[config.mk]
export PLATFORM = sky130hd
export DESIGN_NAME = booth_multiplier
export DESIGN_NICKNAME = d
export VERILOG_FILES = /design/src/rtl/booth_multiplier.sv
export SDC_FILE = /design/constraint.sdc
export NUM_CORES = 1
export LEC_CHECK = 0
export ABC_AREA = 1
export CORE_MARGIN = 1
export CORE_UTILIZATION = 45
export CTS_CLUSTER_SIZE = 8
export DETAILED_ROUTE_END_ITERATION = 8
export GPL_ROUTABILITY_DRIVEN = 0
export PLACE_DENSITY = 0.65
export SLEW_MARGIN = 20
export SYNTH_ARGS = -nofsm -noshare
export SYNTH_HDL_FRONTEND = slang
export SYNTH_SLANG_ARGS = --single-unit
[constraint.sdc]
create_clock -name clk -period 3.2 [get_ports clk]
set_input_delay 0.8 -clock clk [delete_from_list [all_inputs] [get_ports clk]]
set_output_delay 0.8 -clock clk [all_outputs]
set_load 0.05 [all_outputs]
[src/rtl/booth_multiplier.sv]
// Sequential 8x8 signed multiplier using radix-2 Booth recoding.
// It performs one add/subtract-and-shift step per clock and completes in 8 steps.
module booth_multiplier (
  input  logic        clk,
  input  logic        rst,
  input  logic        start,
  input  logic [7:0]  a,
  input  logic [7:0]  b,
  output logic        busy,
  output logic        done,
  output logic [15:0] product
);

  typedef enum logic [1:0] {IDLE, CALC, DONE} state_t;

  state_t      state_reg, state_next;
  logic [2:0]  cnt_reg;
  logic [8:0]  m_reg;
  logic [8:0]  acc_reg;
  logic [7:0]  q_reg;
  logic        q1_reg;
  logic [15:0] product_reg;

  logic        load;
  logic        step;
  logic        last;
  logic [8:0]  sum;
  logic [8:0]  acc_next;
  logic [7:0]  q_next;

  always_ff @(posedge clk) begin
    if (rst) state_reg <= IDLE;
    else     state_reg <= state_next;
  end

  always_comb begin
    state_next = state_reg;
    case (state_reg)
      IDLE, DONE: state_next = start ? CALC : IDLE;
      CALC:       state_next = (cnt_reg == 3'd7) ? DONE : CALC;
      default:    state_next = IDLE;
    endcase
  end

  always_comb begin
    load = (state_reg != CALC) && start;
    step = (state_reg == CALC);
    last = step && (cnt_reg == 3'd7);
  end

  // The 9-bit accumulator keeps acc - M exact even when M = -128.
  always_comb begin
    case ({q_reg[0], q1_reg})
      2'b01:   sum = acc_reg + m_reg;
      2'b10:   sum = acc_reg + ~m_reg + 9'd1;
      default: sum = acc_reg;
    endcase
    acc_next = {sum[8], sum[8:1]};
    q_next   = {sum[0], q_reg[7:1]};
  end

  always_ff @(posedge clk) begin
    if (rst) begin
      cnt_reg     <= '0;
      m_reg       <= '0;
      acc_reg     <= '0;
      q_reg       <= '0;
      q1_reg      <= 1'b0;
      product_reg <= '0;
    end else if (load) begin
      cnt_reg <= '0;
      m_reg   <= {a[7], a};
      acc_reg <= '0;
      q_reg   <= b;
      q1_reg  <= 1'b0;
    end else if (step) begin
      cnt_reg <= cnt_reg + 3'd1;
      acc_reg <= acc_next;
      q_reg   <= q_next;
      q1_reg  <= q_reg[0];
      if (last) product_reg <= {acc_next[7:0], q_next};
    end
  end

  assign busy    = (state_reg == CALC);
  assign done    = (state_reg == DONE);
  assign product = product_reg;

endmodule

==> run metrics <==
final setup TNS 0 ps; DRC viols 0; Setup crit start kind flip-flop; max FFs per register 16; Initial Util 47.88%; Area after DPL 3093 um2; asr flop ratio synth 0%; mean area per synthesized cell 6.787 um2; post-DP HPWL 4.685 mm; htree depth 2; EDFF count, synth 0; cts hold-fix bufs 0; Register Area 920.9 um2; post-cts sizing count 0; initial antenna violation count 0; Synth area leaders dfxtp_1, nand2_1, ha_1; metal2 WL 2.943 mm; Critical Path RT 2400 ps; highest routed layer met4; Starting DRT DRC Count 157; Layout Nets 470; multi-input logic area 1459 um2; Synth cell types 32; Clk Latency, worst-skew pair 310 ps; # rows 27; routed wl met3 167 um; Yosys top cell area share 34.09%; Crit Path Max Fanout 15; Final setup viols 0; via/cell ratio 4.974; Synth Flop Type dfxtp_1; post-route ant nets 0; hold crit path type flip-flop to flip-flop; Max Clock Skew 6.200 ps; via count 2,497; CP Capture Type output pin; PD cells 423.5 nW/um2; RSZ-0062 raised after global routing no; Inserted Diodes 0; Period minus WS final 2592 ps; clock sink count 46; VDD IR max 0.0002564 V; Setup Buffers After CTS 0; Layout fillers 550; outcome complete, no violations; CTS clock-pin slew for the worst setup and hold paths 90 ps; register area share after synthesis 34.09%; Post-Syn Nets 439; number of global-route vias before repair 2,208; clk root buf clkbuf_8; GRT Total Usage 21.62%; finished layout cell area 3211 um2; WL met1 3.254 mm; slew margin rel. 66.12%; WL final 6.415 mm; Gate Count Post-Synth 398; Inserted Clock Buffers 5; synth warn 0; Die X 79.48 um; cell area after synthesis 2701 um2; Setup CP Type flip-flop to output pin; total of max-cap violations 0; I/O Pins 37; Slew @ Worst Pin 506.6 ps; Static Leak 1.510 nW; Peak Freq 385.7 MHz; GRT overflow 0; Syn-to-layout area delta 18.85%; first-pass detailed-route iteration total 4; Clock Path Buffers 2; largest net degree at the start of global routing 31; final hold vios 0; port bufs 36; arrival time at the worst endpoint 1790 ps; #FFs+latches synth 46; chip height 79.48 um; CORE AREA 5642 um2; first-pass GRT wire length 10.55 mm; layout cells sized above 1 6.047%; Slew Limit Fails 0; CTS tree built; fin crit share 81.01%; full die area 6317 um2; WL/cell 12.78 um; post-synth top area cell dfxtp_1
==> layer usage <==
metal | up-vias | GRT usage (%)
met3 | 5 | 3.886
li1 | 1332 | -
met1 | 1123 | 30.01
met4 | 0 | 5.636
met2 | 37 | 34.19
met5 | - | 0
==> synthesized netlist by cell type, types with 2 or more instances <==
master,number
inv_1,58
nand2_2,2
nand3_1,35
dfxtp_1,46
fa_1,2
inv_2,8
nand2_1,86
clkbuf_1,5
o21bai_1,2
o22ai_1,3
o21ai_1,3
nand4_1,2
buf_4,3
ha_1,20
a21oi_1,33
buf_2,5
o21ai_0,41
nor2_1,28
o21a_1,3
==> final timing paths <==
check / start / end / cells past startpoint / slack [ps]
worst max-delay path: state_reg[0] / busy / 3 / 610
worst min-delay path: cnt_reg[1] / cnt_reg[1] / 2 / 470
worst max register to register: m_reg[0] / acc_reg[3] / 11 / 1190
worst min register to register: cnt_reg[1] / cnt_reg[1] / 2 / 470
==> logic make-up (layout without fill, tap and decap cells) <==
kind of cell | after synthesis | in the layout | synth area share (%)
AO/OA/AOI/OAI | 88 | 88 | 17.23
XOR/XNOR | 1 | 1 | 0.3243
adder cells (fa/ha/maj) | 22 | 22 | 10.75
buffers and inverters | 80 | 112 | 11.90
flip-flops | 46 | 46 | 34.09
AND/OR/NAND/NOR | 161 | 161 | 25.71
==> worst max-delay path, stage by stage (launching register included) <==
cell and delay [ps]:
dfxtp_1 370, nand2_2 200, inv_2 110, clkdlybuf4s50_1 800
==> cell usage in the layout (no fill, tap or decap), drive strengths merged <==
master         Yosys  final
a21oi             33     33
a31oi              1      1
and2               1      1
buf                8      2
bufinv             0      1
clkbuf             6      5
clkdlybuf4s50      0     36
clkinvlp           0      1
dfxtp             46     46
fa                 2      2
ha                20     20
inv               66     67
nand2             88     88
nand3             36     36
nand3b             1      1
nand4              2      2
nor2              30     30
o21a               3      3
o21ai             44     44
o21bai             2      2
o221ai             1      1
o22ai              3      3
o2bb2ai            1      1
or2                3      3
xor2               1      1
==> where the power goes <==
part,leakage (nW),internal (W),switching (W)
clock,0.0563,0.000238,0.000224
sequential,0.375,0.000595,0.0000169
combinational,1.08,0.000105,0.000180
total,1.51,0.000939,0.000421
==> through the flow <==
| step | setup slack (ps) | std cells | total power, W | hold WS, ps | util, % |
|---|---|---|---|---|---|
| after floorplan | 1374 | 398 | 0.0008341 | 444.7 | - |
| after global placement | 979.7 | 494 | 0.0009065 | 454.3 | 54.82 |
| after detailed placement | 963.9 | 494 | 0.0009097 | 462.0 | 54.82 |
| after CTS | 603.7 | 502 | 0.001374 | 478.5 | 56.91 |
| after global routing | 536.3 | 502 | 0.001441 | 493.7 | 56.91 |
| final | 607.5 | 502 | 0.001360 | 474.7 | 56.91 |
==> cell type report <==
cell class                      count  area share (%)
Inverter                           66           7.716
Timing Repair Buffer               38           11.69
Sequential cell                    46           28.68
Clock buffer                        5           2.143
Tap cell                           72           2.806
Multi-Input combinational cell    272           45.44
Clock inverter                      3           1.520
Power figures use the tool's default switching activity.
